==> src/rtl/adder_result_sink.sv <==
// -----------------------------------------------------------------------------
// adder_result_sink
//
// Purpose:
//   Output-side companion of the adder IP. The adder has no backpressure, so
//   every result it presents (res_valid/res_sum/res_carry) is captured into a
//   small show-ahead FIFO. The FIFO is drained downstream over a valid/ready
//   handshake. A result that arrives while the FIFO is full and not being
//   popped is dropped, and a sticky overflow flag records the loss.
//
// Parameters:
//   DATA_WIDTH : width of the sum (>= 1)
//   FIFO_DEPTH : number of result entries (power of two, >= 2)
//
// Ports:
//   clk, rst_n      : clock (posedge) and asynchronous active-low reset
//   res_valid       : adder result valid, no ready path back to the adder
//   res_sum         : adder sum
//   res_carry       : adder carry-out
//   m_valid         : head-of-FIFO result available
//   m_ready         : downstream accepts the head result
//   m_sum, m_carry  : head-of-FIFO result, driven 0 while empty
//   level           : current occupancy, 0..FIFO_DEPTH
//   overflow        : sticky, set when a result is dropped
//   clr_overflow    : synchronous clear of overflow (a same-cycle drop wins)
//   drop_count      : dropped-result count, saturating at 16'hFFFF
//   accept_count    : accepted-result count, wraps at 2^32
//
// Configuration:
//   ADDER_RSP_STATS_EN : when defined, builds the drop/accept counters.
//                        When undefined, drop_count/accept_count are tied to 0.
// -----------------------------------------------------------------------------
module adder_result_sink #(
    parameter int DATA_WIDTH = 32,
    parameter int FIFO_DEPTH = 4
) (
    input  logic                            clk,
    input  logic                            rst_n,
    input  logic                            res_valid,
    input  logic [DATA_WIDTH-1:0]           res_sum,
    input  logic                            res_carry,
    output logic                            m_valid,
    input  logic                            m_ready,
    output logic [DATA_WIDTH-1:0]           m_sum,
    output logic                            m_carry,
    output logic [$clog2(FIFO_DEPTH):0]     level,
    output logic                            overflow,
    input  logic                            clr_overflow,
    output logic [15:0]                     drop_count,
    output logic [31:0]                     accept_count
);

    localparam int PW = $clog2(FIFO_DEPTH);
    localparam int LW = PW + 1;
    localparam logic [LW-1:0] FULL_LVL = LW'(FIFO_DEPTH);

    // Each entry stores {carry, sum}.
    logic [DATA_WIDTH:0] mem [FIFO_DEPTH];
    logic [DATA_WIDTH:0] head;

    logic [PW-1:0] wr_ptr_q, wr_ptr_d;
    logic [PW-1:0] rd_ptr_q, rd_ptr_d;
    logic [LW-1:0] level_q, level_d;
    logic          overflow_q, overflow_d;

    logic push;
    logic pop;
    logic drop;

    // Full/empty come from the occupancy count, so pointer equality never has
    // to be disambiguated. A pop in the same cycle frees a slot, which lets a
    // push land even when the FIFO is full.
    always_comb begin
        pop  = (level_q != '0) && m_ready;
        push = res_valid && ((level_q < FULL_LVL) || pop);
        drop = res_valid && !push;

        wr_ptr_d = wr_ptr_q;
        rd_ptr_d = rd_ptr_q;
        level_d  = level_q;

        // Pointers are PW bits wide, so +1 wraps modulo FIFO_DEPTH.
        if (push) begin
            wr_ptr_d = wr_ptr_q + 1'b1;
        end
        if (pop) begin
            rd_ptr_d = rd_ptr_q + 1'b1;
        end

        case ({push, pop})
            2'b10:   level_d = level_q + 1'b1;
            2'b01:   level_d = level_q - 1'b1;
            default: level_d = level_q;
        endcase

        // A drop in the same cycle as a clear keeps the flag set.
        overflow_d = overflow_q;
        if (drop) begin
            overflow_d = 1'b1;
        end else if (clr_overflow) begin
            overflow_d = 1'b0;
        end
    end

    always_ff @(posedge clk or negedge rst_n) begin
        if (!rst_n) begin
            wr_ptr_q   <= '0;
            rd_ptr_q   <= '0;
            level_q    <= '0;
            overflow_q <= 1'b0;
        end else begin
            wr_ptr_q   <= wr_ptr_d;
            rd_ptr_q   <= rd_ptr_d;
            level_q    <= level_d;
            overflow_q <= overflow_d;
        end
    end

    // Storage is deliberately left out of reset; level_q gates its visibility.
    always_ff @(posedge clk) begin
        if (push) begin
            mem[wr_ptr_q] <= {res_carry, res_sum};
        end
    end

    // Show-ahead head: outputs depend only on registered state, so a new
    // result is visible the cycle after it is written and reset clears
    // m_valid asynchronously through level_q.
    always_comb begin
        head    = mem[rd_ptr_q];
        m_valid = (level_q != '0);
        m_sum   = m_valid ? head[DATA_WIDTH-1:0] : '0;
        m_carry = m_valid ? head[DATA_WIDTH] : 1'b0;
    end

    assign level    = level_q;
    assign overflow = overflow_q;

`ifdef ADDER_RSP_STATS_EN
    logic [31:0] accept_count_q, accept_count_d;
    logic [15:0] drop_count_q, drop_count_d;

    always_comb begin
        accept_count_d = accept_count_q;
        drop_count_d   = drop_count_q;
        if (push) begin
            accept_count_d = accept_count_q + 32'd1;
        end
        // Saturate rather than wrap so a large loss is never reported as small.
        if (drop && (drop_count_q != 16'hFFFF)) begin
            drop_count_d = drop_count_q + 16'd1;
        end
    end

    always_ff @(posedge clk or negedge rst_n) begin
        if (!rst_n) begin
            accept_count_q <= '0;
            drop_count_q   <= '0;
        end else begin
            accept_count_q <= accept_count_d;
            drop_count_q   <= drop_count_d;
        end
    end

    assign accept_count = accept_count_q;
    assign drop_count   = drop_count_q;
`else
    assign accept_count = '0;
    assign drop_count   = '0;
`endif

endmodule

==> config.mk <==
export PLATFORM = sky130hd
export DESIGN_NAME = adder_result_sink
export DESIGN_NICKNAME = d
export VERILOG_FILES = /design/src/rtl/adder_result_sink.sv
export SDC_FILE = /design/constraint.sdc
export NUM_CORES = 1
export LEC_CHECK = 0
export ABC_CLOCK_PERIOD_IN_PS = 2200
export CORE_MARGIN = 5
export CORE_UTILIZATION = 40
export DETAILED_ROUTE_END_ITERATION = 8
export PLACE_DENSITY = 0.67
export SLEW_MARGIN = 20
export SYNTH_ARGS = -nofsm -noshare
export SYNTH_HDL_FRONTEND = slang
export SYNTH_SLANG_ARGS = --single-unit
export TNS_END_PERCENT = 50
==> constraint.sdc <==
create_clock -name clk -period 2.2 [get_ports clk]
set_input_delay 0.44 -clock clk [delete_from_list [all_inputs] [get_ports clk]]
set_output_delay 0.44 -clock clk [all_outputs]
set_load 0.02 [all_outputs]
==> impl_metrics.py, run 1 <==
metrics = {
    "floorplan": {
        "rows": 44,
        "die_area_um2": 17100,
        "core_um2": 14400,
        "ios": 124,
        "fp.dieW_um": 131,
        "die-height_um": 131,
        "initial_core_util_pct": 40.5,
    },
    "grt": {
        "grt_max_degree": 34,
        "gr-total-overflow": 0,
        "grt_pass1_wl_um": 17000,
        "grtUsageTotal_pct": 13.8,
        "antenna_found_initial": 0,
        "grt_pass1_vias": 3040,
    },
    "yosys": {
        "synth-main-ff-cell": "edfxtp_1",
        "synth-edff-count": 132,
        "ys_seq_elements": 140,
        "ys_seq_area_share_pct": 71.2,
        "synth-warning-count": 0,
        "synth.avg_cell_area_um2": 19.4,
        "async_flop_share_pct": 5.71,
        "synth_cell_types": 25,
        "syn_inst": 301,
        "syn_area_um2": 5850,
    },
    "clocking": {
        "path_clk_slew_ns": 0.06,
        "clk_path_buf_depth": 2,
        "root_buffer": "clkbuf_16",
        "clkLatencyLatePin_ns": 0.42,
        "cts_hold_buf": 0,
        "cts_tree": "yes",
        "cts_max_level": 4,
        "cts_buffers": 17,
        "clock_sinks": 140,
    },
    "sta": {
        "hold_viol_final": 0,
        "slew_violations": 0,
        "period_share_pct": 107,
        "fin_worst_skew_ns": 0.0139,
        "setup_viol": 33,
        "grt_setup_unrepaired": "yes",
        "setup_slack_ns": -0.155,
        "fmax_mhz": 425,
        "fin_crit_ns": 2.35,
    },
    "pwr": {
        "combPwrFrac_pct": 44.5,
        "intPower_uw": 7670,
        "p_per_area_nw_per_um2": 1470,
        "p_sw_share_pct": 30.6,
        "seqPwrFrac_pct": 32.3,
        "vdd_drop_max_uv": 1050,
        "clockPowerShare_pct": 23.2,
        "p_sw_uw": 3380,
        "p_leak_uw": 0.00278,
    },
    "drt": {
        "remaining_drc_errors": 0,
        "post_drt_wl_per_cell_um": 18.0,
        "avgViaCountPerCell": 4.71,
        "drt_pass1_iterations": 4,
        "ant_nets": 0,
        "wl_um": 11000,
        "first_iter_violations": 178,
        "num_vias": 2867,
    },
    "placement": {
        "dp.cells": 573,
        "postPlaceCellArea_um2": 6830,
        "port_buffers": 75,
        "dp_hpwl_um": 6990,
        "gp_congestion": 0.697,
    },
    "critical_path": {
        "crit_buf_inv": 3,
        "crit_required_ns": 1.76,
        "cp_max_fo": 8,
        "crit_type": "reg -> out",
        "cp-end-kind": "output pin",
        "cp_top_family": "multiplexers",
        "worstPathArrival_ns": 1.91,
        "critPathLaunchType": "flop",
        "max_stage_delay_ns": 0.51,
        "worst_path_most_repeated_cell": "buf_12",
        "cp_cell_sequence": "buf_12, buf_12, mux4_2, and2_4, buf_6",
        "crit_slowest_cell": "mux4_2",
    },
    "cells_and_area": {
        "final_layout_size_suffix_gt1_share_pct": 38.6,
        "final_common_cell": "edfxtp_1",
        "fin_area_um2": 7540,
        "fin_nets": 456,
        "final_cell_mix": "edfxtp_1 (132), conb_1 (48), clkdlybuf4s50_1 (41)",
        "diodes": 0,
        "finalNonFillerCells": 609,
        "syn_to_final_growth_pct": 29.0,
    },
    "job": {
        "drv_cap": 0,
    },
    "worst_hold_path": {
        "hp-class": "in -> async",
    },
    "outcome": {
        "violations": "setup timing",
        "status": "complete, but fails checks",
    },
}
[cell usage after synthesis, drive strengths merged, types with 2 or more instances]
cell type	count	area, µm²
and3	4	25.0
and2	35	219
edfxtp	132	3960
dfrtp	8	200
buf	55	442
inv	8	30.0
xnor2	3	26.3
nand3	2	10.0
clkbuf	5	18.8
xor2	3	26.3
mux4	33	762
ha	5	62.6
[layer usage]
layer / global-route usage (%) / up-vias / routed length, µm
li1: - / 1278 / -
met1: 17.1 / 1445 / 4500
met2: 22.2 / 131 / 5400
met3: 5.08 / 13 / 927
met4: 5.26 / 0 / 138
met5: 0 / - / 0
[timing repair]
item,4_1_cts,5_1_grt
setup endpoints to repair,34,35
cloned,1,0
setup buffers,3,0
resized for setup,214,28
hold endpoints to repair,0,0
[power by group through the flow]
stage | clock [µW] | combinational [µW] | sequential (µW)
after floorplan | 0 | 2500 | 3620
after global placement | 0 | 4230 | 3610
after detailed placement | 0 | 4240 | 3640
after CTS | 2630 | 4750 | 3570
after global routing | 2760 | 5280 | 3610
final | 2560 | 4920 | 3570
[state kept, by name, indices dropped and copies added, names as in the netlist]
register,cells
wr_ptr_q,2
rd_ptr_q,2
level,3
overflow,1
mem,132
[final cells by class]
| type | instances | area (µm²) |
|---|---|---|
| Clock buffer | 19 | 433 |
| Clock inverter | 13 | 103 |
| Fill cell | 1185 | 6880 |
| Inverter | 8 | 30.0 |
| Multi-Input combinational cell | 140 | 1440 |
| Sequential cell | 140 | 4170 |
| Tap cell | 184 | 230 |
| Timing Repair Buffer | 105 | 1140 |
[per-stage QoR]
stage	TNS, ns	hold WS [ns]	setup slack (ns)	power, µW	util (%)
3_3_place_gp	-3.77	0.521	-0.162	7840	47.4
6_report	-4.08	0.316	-0.155	11000	52.3
4_1_cts	-4.57	0.327	-0.165	11000	51.8
2_1_floorplan	0	0.144	0.161	6130	-
5_1_grt	-6.10	0.352	-0.228	11600	52.3
3_5_place_dp	-3.82	0.526	-0.163	7880	47.4
[logic make-up (layout without fill, tap and decap cells)]
kind of cell	after synthesis	count (layout)	share of synthesized area, %
AOI/OAI and AO/OA	2	2	0.193
xor gates and xnor gates	6	6	0.899
adders and majority gates	6	6	1.41
buffers and inverters	68	145	8.39
DFF	140	140	71.2
muxes	34	34	13.2
other	1	48	0.0641
and+or+nand+nor	44	44	4.62
[path summary, 6_finish.rpt]
path,end,depth (start not counted),startpoint,slack (ns)
min reg2reg,overflow,2,overflow,0.53
max reg2reg,level[2],9,level[1],0.08
max,m_sum[24],5,rd_ptr_q[0],-0.15
min,level[0],1,rst_n,0.32
max in group asynchronous,rd_ptr_q[0],1,rst_n,1.57
min in group clk,overflow,2,overflow,0.53
Power figures use the tool's default switching activity.
==> inputs of run 2 (changes only) <==
Settings changed: DONT_BUFFER_PORTS set to 1, PLACE_DENSITY 0.67 to 0.56, SLEW_MARGIN 20 to 15.
==> impl_metrics.py, run 2 (synthesis results as in run 1) <==
metrics = {
    "outcome": {
        "status": "complete, but fails checks",
        "violations": "setup timing",
    },
    "clocking": {
        "root_buffer": "clkbuf_16",
        "clock_sinks": 140,
        "cts_buffers": 17,
        "clkLatencyLatePin_ns": 0.40,
        "clk_path_buf_depth": 2,
        "cts_max_level": 4,
        "cts_tree": "yes",
        "path_clk_slew_ns": 0.05,
    },
    "sta": {
        "fin_setup_tns_ns": -0.339,
        "setup_viol": 25,
        "fmax_mhz": 447,
        "hold_viol_final": 0,
        "fin_crit_ns": 2.23,
        "setup_slack_ns": -0.0349,
        "grt_setup_unrepaired": "yes",
        "period_share_pct": 102,
        "finalHoldWorstSlack_ns": 0.128,
        "slew_violations": 0,
        "fin_worst_skew_ns": 0.00459,
    },
    "placement": {
        "gp_congestion": 0.665,
        "dp_hpwl_um": 6720,
        "postPlaceCellArea_um2": 5950,
        "port_buffers": 0,
    },
    "drt": {
        "drt_pass1_iterations": 4,
        "num_vias": 2523,
        "first_iter_violations": 155,
        "ant_nets": 0,
        "avgViaCountPerCell": 4.81,
        "wl_um": 10900,
        "post_drt_wl_per_cell_um": 20.7,
        "remaining_drc_errors": 0,
    },
    "critical_path": {
        "reg2reg_to": "level[1]",
        "r2r_slack_ns": 0.30,
        "r2r_start": "level[2]",
        "crit_type": "reg -> out",
        "reg2regPathDepth": 6,
        "cp_max_fo": 7,
        "crit_required_ns": 1.76,
        "critPathLaunch": "rd_ptr_q[0]",
        "worstPathArrival_ns": 1.79,
        "cp-end-kind": "output pin",
        "critPathLaunchType": "flop",
    },
    "floorplan": {
        "core_um2": 14400,
        "initial_core_util_pct": 40.5,
        "die_area_um2": 17100,
        "die-height_um": 131,
        "ios": 124,
        "fp.dieW_um": 131,
        "rows": 44,
    },
    "pwr": {
        "p_per_area_nw_per_um2": 1470,
        "vdd_drop_max_uv": 702,
        "p_leak_uw": 0.00238,
    },
    "grt": {
        "antenna_found_initial": 0,
        "grt_pass1_vias": 2709,
        "grt_max_degree": 36,
        "gr-total-overflow": 0,
        "grtUsageTotal_pct": 12.7,
        "grt_pass1_wl_um": 15500,
    },
    "cells_and_area": {
        "final_cell_mix": "edfxtp_1 (132), conb_1 (48), mux4_2 (33), and2_4 (33), clkbuf_16 (20)",
        "final_common_cell": "edfxtp_1",
        "diodes": 0,
        "largest_register": "mem",
        "final_layout_size_suffix_gt1_share_pct": 35.2,
        "fin_area_um2": 6660,
        "largest_register_ffs": 132,
        "syn_to_final_growth_pct": 13.9,
        "fin_nets": 375,
        "fin_util_pct": 46.2,
    },
    "worst_hold_path": {
        "holdPathEnd": "mem[2][16]",
        "min_delay_path_depth": 0,
        "hp-class": "in -> reg",
        "min_from": "res_sum[16]",
    },
    "job": {
        "drv_cap": 0,
    },
}
run 2: through the flow:
stage | total power, µW | setup slack (ns) | std cells
finish | 9760 | -0.0349 | 525
floorplan | 6130 | 0.161 | 348
global route | 10300 | -0.0932 | 525
detailed placement | 6700 | 0.273 | 489
CTS | 9210 | -0.136 | 519
global placement | 6650 | 0.303 | 489
run 2: what timing repair did:
action,4_1_cts,5_1_grt
hold buffers,1,0
buffers inserted,0,2
cloned,0,4
setup endpoints to repair,33,33
hold endpoints to repair,8,0
resized for setup,0,73
run 2: power breakdown:
part | total (µW) | internal, µW | switching, µW
logic | 3710 | 1720 | 1990
clock network | 2480 | 1510 | 962
registers | 3570 | 3440 | 133
run 2: worst max path at each step:
stage                end  slack, ns  depth (start not counted)
5_1_grt        m_sum[20]      -0.09                          4
2_1_floorplan   level[2]       0.16                          9
6_report       m_sum[20]      -0.03                          4
3_5_place_dp    level[2]       0.27                          9
4_1_cts        m_sum[16]      -0.14                          3
3_3_place_gp    level[1]       0.30                          6
run 2: critical path, stage by stage (launching register included):
cell and delay [ns]:
dfrtp_2 0.37, buf_12 0.14, clkbuf_16 0.17, mux4_2 0.50, and2_4 0.20
run 2: area by class of cell:
type                    count  area (µm²)
fillers                  1252        7760
flip-flops and latches    140        4170
multi-input cells         140        1440
clock buffers              19         433
repair buffers             24         284
well taps                 184         230
clock inverters            10        78.8
inverters                   8        30.0
run 2: routing by layer:
| layer | global-route usage, % | vias up | part of all wire, % |
|---|---|---|---|
| li1 | - | 1103 | - |
| met4 | 4.72 | 0 | 1.3 |
| met1 | 14.4 | 1302 | 38 |
| met5 | 0 | - | 0 |
| met2 | 20.9 | 105 | 51 |
| met3 | 6.38 | 13 | 9.8 |
